### config.mk
export PLATFORM = sky130hd
export DESIGN_NAME = mul_div_unit
export DESIGN_NICKNAME = d
export VERILOG_FILES = /design/src/rtl/mul_div_unit.sv
export SDC_FILE = /design/constraint.sdc
export NUM_CORES = 1
export LEC_CHECK = 0
export BUFFER_PORTS_ARGS = -buffer_cell sky130_fd_sc_hd__buf_2
export CAP_MARGIN = 10
export CORE_MARGIN = 5
export CORE_UTILIZATION = 61
export DETAILED_ROUTE_END_ITERATION = 12
export HOLD_SLACK_MARGIN = 0.02
export PLACE_DENSITY = 0.82
export REMOVE_ABC_BUFFERS = 1
export SYNTH_ARGS = -nofsm -noshare
export SYNTH_HDL_FRONTEND = slang
export SYNTH_SLANG_ARGS = --single-unit
export TNS_END_PERCENT = 10
### constraint.sdc
create_clock -name clk -period 3.9 [get_ports clk]
set_input_delay 1.17 -clock clk [delete_from_list [all_inputs] [get_ports clk]]
set_output_delay 1.17 -clock clk [all_outputs]
set_load 0.1 [all_outputs]
### src/rtl/mul_div_unit.sv
// rtl/mul_div_unit.sv - iterative radix-2 multiply/divide unit with HI/LO registers
// MULT/MULTU/DIV/DIVU over magnitudes in 32 iterations, then one sign-fix cycle.
module mul_div_unit #(
  parameter int WIDTH = 32
) (
  input  logic             clk,
  input  logic             reset_n,
  input  logic             start,
  input  logic [1:0]       op,
  input  logic [WIDTH-1:0] a,
  input  logic [WIDTH-1:0] b,
  input  logic             hi_we,
  input  logic             lo_we,
  input  logic [WIDTH-1:0] wd,
  output logic             busy,
  output logic             done,
  output logic [WIDTH-1:0] hi,
  output logic [WIDTH-1:0] lo
);
  localparam int CW = $clog2(WIDTH);

  typedef enum logic [1:0] {IDLE, CALC, FIX} state_t;

  state_t             state_q;
  logic               is_div_q, neg_q, neg_rem_q, done_q;
  logic [WIDTH-1:0]   a_q, b_q, hi_q, lo_q;
  logic [2*WIDTH-1:0] acc_q, acc_d;
  logic [CW-1:0]      cnt_q;

  logic               sign_a, sign_b;
  logic [WIDTH-1:0]   a_mag, b_mag;
  logic [WIDTH:0]     mul_sum;
  logic [WIDTH:0]     div_sh;
  logic [WIDTH+1:0]   div_diff;
  logic               div_ge;
  logic [WIDTH-1:0]   div_rem;
  logic [2*WIDTH-1:0] prod_fix;
  logic [WIDTH-1:0]   quo, rem, hi_fix, lo_fix;

  always_comb begin
    sign_a = ~op[0] & a[WIDTH-1];
    sign_b = ~op[0] & b[WIDTH-1];
    a_mag  = sign_a ? -a : a;
    b_mag  = sign_b ? -b : b;
  end

  // Multiply: add into the upper half, shift right; divide: restoring, quotient enters the LSB.
  always_comb begin
    mul_sum  = {1'b0, acc_q[2*WIDTH-1:WIDTH]} + {1'b0, (b_q[0] ? a_q : {WIDTH{1'b0}})};
    div_sh   = {acc_q[2*WIDTH-1:WIDTH], a_q[WIDTH-1]};
    div_diff = {1'b0, div_sh} - {2'b00, b_q};
    div_ge   = ~div_diff[WIDTH+1];
    div_rem  = div_ge ? div_diff[WIDTH-1:0] : div_sh[WIDTH-1:0];
    if (is_div_q) acc_d = {div_rem, acc_q[WIDTH-2:0], div_ge};
    else          acc_d = {mul_sum, acc_q[WIDTH-1:1]};
  end

  always_comb begin
    prod_fix = neg_q ? -acc_q : acc_q;
    quo      = acc_q[WIDTH-1:0];
    rem      = acc_q[2*WIDTH-1:WIDTH];
    if (is_div_q) begin
      hi_fix = neg_rem_q ? -rem : rem;
      lo_fix = neg_q ? -quo : quo;
    end else begin
      hi_fix = prod_fix[2*WIDTH-1:WIDTH];
      lo_fix = prod_fix[WIDTH-1:0];
    end
  end

  always_ff @(posedge clk or negedge reset_n) begin
    if (!reset_n) begin
      state_q   <= IDLE;
      is_div_q  <= 1'b0;
      neg_q     <= 1'b0;
      neg_rem_q <= 1'b0;
      done_q    <= 1'b0;
      a_q       <= '0;
      b_q       <= '0;
      hi_q      <= '0;
      lo_q      <= '0;
      acc_q     <= '0;
      cnt_q     <= '0;
    end else begin
      done_q <= 1'b0;
      case (state_q)
        IDLE: begin
          if (hi_we) hi_q <= wd;
          if (lo_we) lo_q <= wd;
          if (start) begin
            is_div_q  <= op[1];
            // A zero divisor keeps the quotient at all ones regardless of operand signs.
            neg_q     <= (sign_a ^ sign_b) & (b != '0);
            neg_rem_q <= sign_a;
            a_q       <= a_mag;
            b_q       <= b_mag;
            acc_q     <= '0;
            cnt_q     <= '0;
            state_q   <= CALC;
          end
        end
        CALC: begin
          acc_q <= acc_d;
          cnt_q <= cnt_q + CW'(1);
          if (is_div_q) a_q <= a_q << 1;
          else          b_q <= b_q >> 1;
          if (cnt_q == CW'(WIDTH-1)) state_q <= FIX;
        end
        FIX: begin
          hi_q    <= hi_fix;
          lo_q    <= lo_fix;
          done_q  <= 1'b1;
          state_q <= IDLE;
        end
        default: state_q <= IDLE;
      endcase
    end
  end

  assign busy = (state_q != IDLE);
  assign done = done_q;
  assign hi   = hi_q;
  assign lo   = lo_q;
endmodule

==> reports/results.ini <==
[placement]
numPortBuffers=168
dp_cells=2448
routabilityCongestion=1.00
hpwl_um=39200

[routing]
wire_per_inst_um=21.0
viasPerCell=6.51
routed_wl_um=52300
vias=16216
ant_nets=0
drtIter0Drc=1643
drc_errors=0
firstDrtPassIters=6

[yosys]
synthCells=2008
synth-simple-area-share_pct=19.7
synth_compound_area_share_pct=25.9
syn_area_um2=15800
syn_avg_cell_area_um2=7.89
synth_top_family_by_area=compound AO/OA/AOI/OAI gates
synthXorXnorAreaFrac_pct=8.79
synth_adder_area_share_pct=5.86
synth_edf_count=0
synth_mux_area_share_pct=2.81
synth.distinct_cells=73
yosysWarningCount=0
synth_flop_cell=dfrtp_1
synth_seq_cells=203
seq_area_frac_synth_pct=32.1
async_flop_share_pct=100

[worst_hold_path]
hold_path_depth=1
hold_path.class=register to register

[cts]
holdBufCountCts=0
ctsResizeCount=0
numCtsBuffers=24
path_clk_slew_ns=0.06
cts_setup_buffers=0
cts_root_buf=clkbuf_16
cts.htree.levels=1
clk_latency_ns=0.54
clock-sinks=203
cts_max_path_buffers=3
tritoncts=built

[timing]
post-route-period-util_pct=92.2
fin_worst_skew_ns=0.0110
finalSetupViolCount=0
slew_headroom_pct=30.9
min_period_ns=3.60
worst_slew_pin_slew_ns=1.04
fin_setup_tns_ns=0
rsz0062_at_grt=no
slew_violations=0
hold_violations=0
fmax_ghz=0.278

[setup_path]
cp-startpoint=b_q[0]$_DFFE_PN0P_
endpoint=acc_q[58]$_DFFE_PN0P_
critical_path_class=register to register
regToRegSetupSlack_ns=0.30
cp-start-kind=register
reg2reg_to=acc_q[58]$_DFFE_PN0P_
worstPathRequired_ns=4.31
worst_r2r_path_depth=13
reg2reg_from=b_q[0]$_DFFE_PN0P_
arrival_ns=4.00
cp-end-kind=register
critPathMaxFanout=17

[final_layout]
diodes=0
final_cell_mix=o21ai_0, nand2_1, dfrtp_1, a21oi_1, buf_2
final_common_cell=o21ai_0
fill_cells=2162
regArea_um2=5080
multi_input_area_um2=10000
fin_nets=2315
drive_gt1_share_pct=14.3
instances_no_fill=2492
area_delta_synth_final_pct=13.7

[grt]
grt_use_total_pct=34.9
grt_pass1_vias=15191
grt_pass1_wl_um=82800
grt.overflow.total=0
grt_max_degree=98
antenna_found_initial=0

[outcome]
status=complete, no violations

[floorplan]
dieWidth_um=171
die_h_um=171
io_pins=169
rows=59
initial_core_util_pct=61.3
coreArea_um2=25800
die_area_um2=29300

[run]
drv_cap=0

critical path, stage by stage (launching register included):
cell       delay (ns)
dfrtp_1          0.36
buf_4            0.20
and2_1           0.22
ha_1             0.39
nand3_1          0.10
o2111ai_1        0.34
a211oi_1         0.13
buf_4            0.17
o31a_1           0.36
nor4b_1          0.53
o21ai_0          0.20
xnor2_1          0.19
a22oi_1          0.19
o21ai_0          0.11
final cells by class:
class                   count  area share (%)
multi-input cells        1602            55.7
clock inverters             6           0.382
well taps                 335            2.33
clock buffers              38            4.07
repair buffers            238            7.84
inverters                  70            1.46
flip-flops and latches    203            28.2
worst min path at each step:
stage                   startpoint             endpoint
2_1_floorplan  a_q[24]$_DFFE_PN0P_  a_q[24]$_DFFE_PN0P_
3_3_place_gp     lo[8]$_DFFE_PN0P_    lo[8]$_DFFE_PN0P_
3_5_place_dp     lo[8]$_DFFE_PN0P_    lo[8]$_DFFE_PN0P_
4_1_cts          lo[8]$_DFFE_PN0P_    lo[8]$_DFFE_PN0P_
5_1_grt          lo[4]$_DFFE_PN0P_    lo[4]$_DFFE_PN0P_
6_report         lo[8]$_DFFE_PN0P_    lo[8]$_DFFE_PN0P_
cells in the mapped netlist, types with 6 or more instances:
cell type	instances	share of area, %
a211oi_1	16	0.76
a21o_1	22	1.0
a21oi_1	178	5.6
a221oi_1	9	0.50
a22oi_1	31	1.5
a31oi_1	20	0.79
a41oi_1	6	0.33
and2_1	40	1.6
and3_1	21	0.83
buf_1	11	0.26
clkbuf_1	118	2.8
dfrtp_1	203	32
ha_1	71	5.6
inv_1	69	1.6
mux2i_1	40	2.5
nand2_1	209	5.0
nand2b_1	11	0.43
nand3_1	61	1.9
nand4_1	11	0.43
nor2_1	151	3.6
nor2b_1	9	0.36
nor3_1	37	1.2
nor4_1	21	0.83
o211ai_1	31	1.5
o21a_1	6	0.28
o21ai_0	241	7.6
o21bai_1	8	0.38
o221ai_1	10	0.55
o22ai_1	12	0.47
o31ai_1	31	1.5
o41ai_1	13	0.72
or2_2	6	0.24
or3_1	29	1.1
or4_1	14	0.66
xnor2_1	75	4.1
xor2_1	84	4.6
sequential cells by signal (all words and copies together), names as in the netlist:
register and count:
lo 32, state_q 2, cnt_q 5, a_q 32, neg_rem_q 1, is_div_q 1, hi 32, neg_q 1
done 1, b_q 32, acc_q 64
cell families after synthesis:
group | after synthesis
compound gates | 678
simple gates | 648
buf+inv | 203
flops | 203
xor+xnor | 159
fa+ha+maj | 73
mux | 44
stage by stage:
stage	setup slack [ns]	hold slack (ns)	utilization, %	area (um^2)
2_1_floorplan	-1.19	0.457	-	15300
3_3_place_gp	0.299	0.455	66.6	17200
3_5_place_dp	0.238	0.461	66.6	17200
4_1_cts	0.381	0.473	69.7	18000
5_1_grt	0.130	0.499	69.7	18000
6_report	0.303	0.469	69.7	18000
routing by layer:
metal  vias up  part of all wire (%)  track usage [%]
li1       7546                     -                -
met4         0                   3.7             11.8
met2       790                    46             57.5
met3       135                   7.7             3.95
met1      7745                    42             48.3
met5         -                     0                0
Power is not shown: default switching activity piles up to over one toggle a cycle in this logic, so the estimate is an artifact.
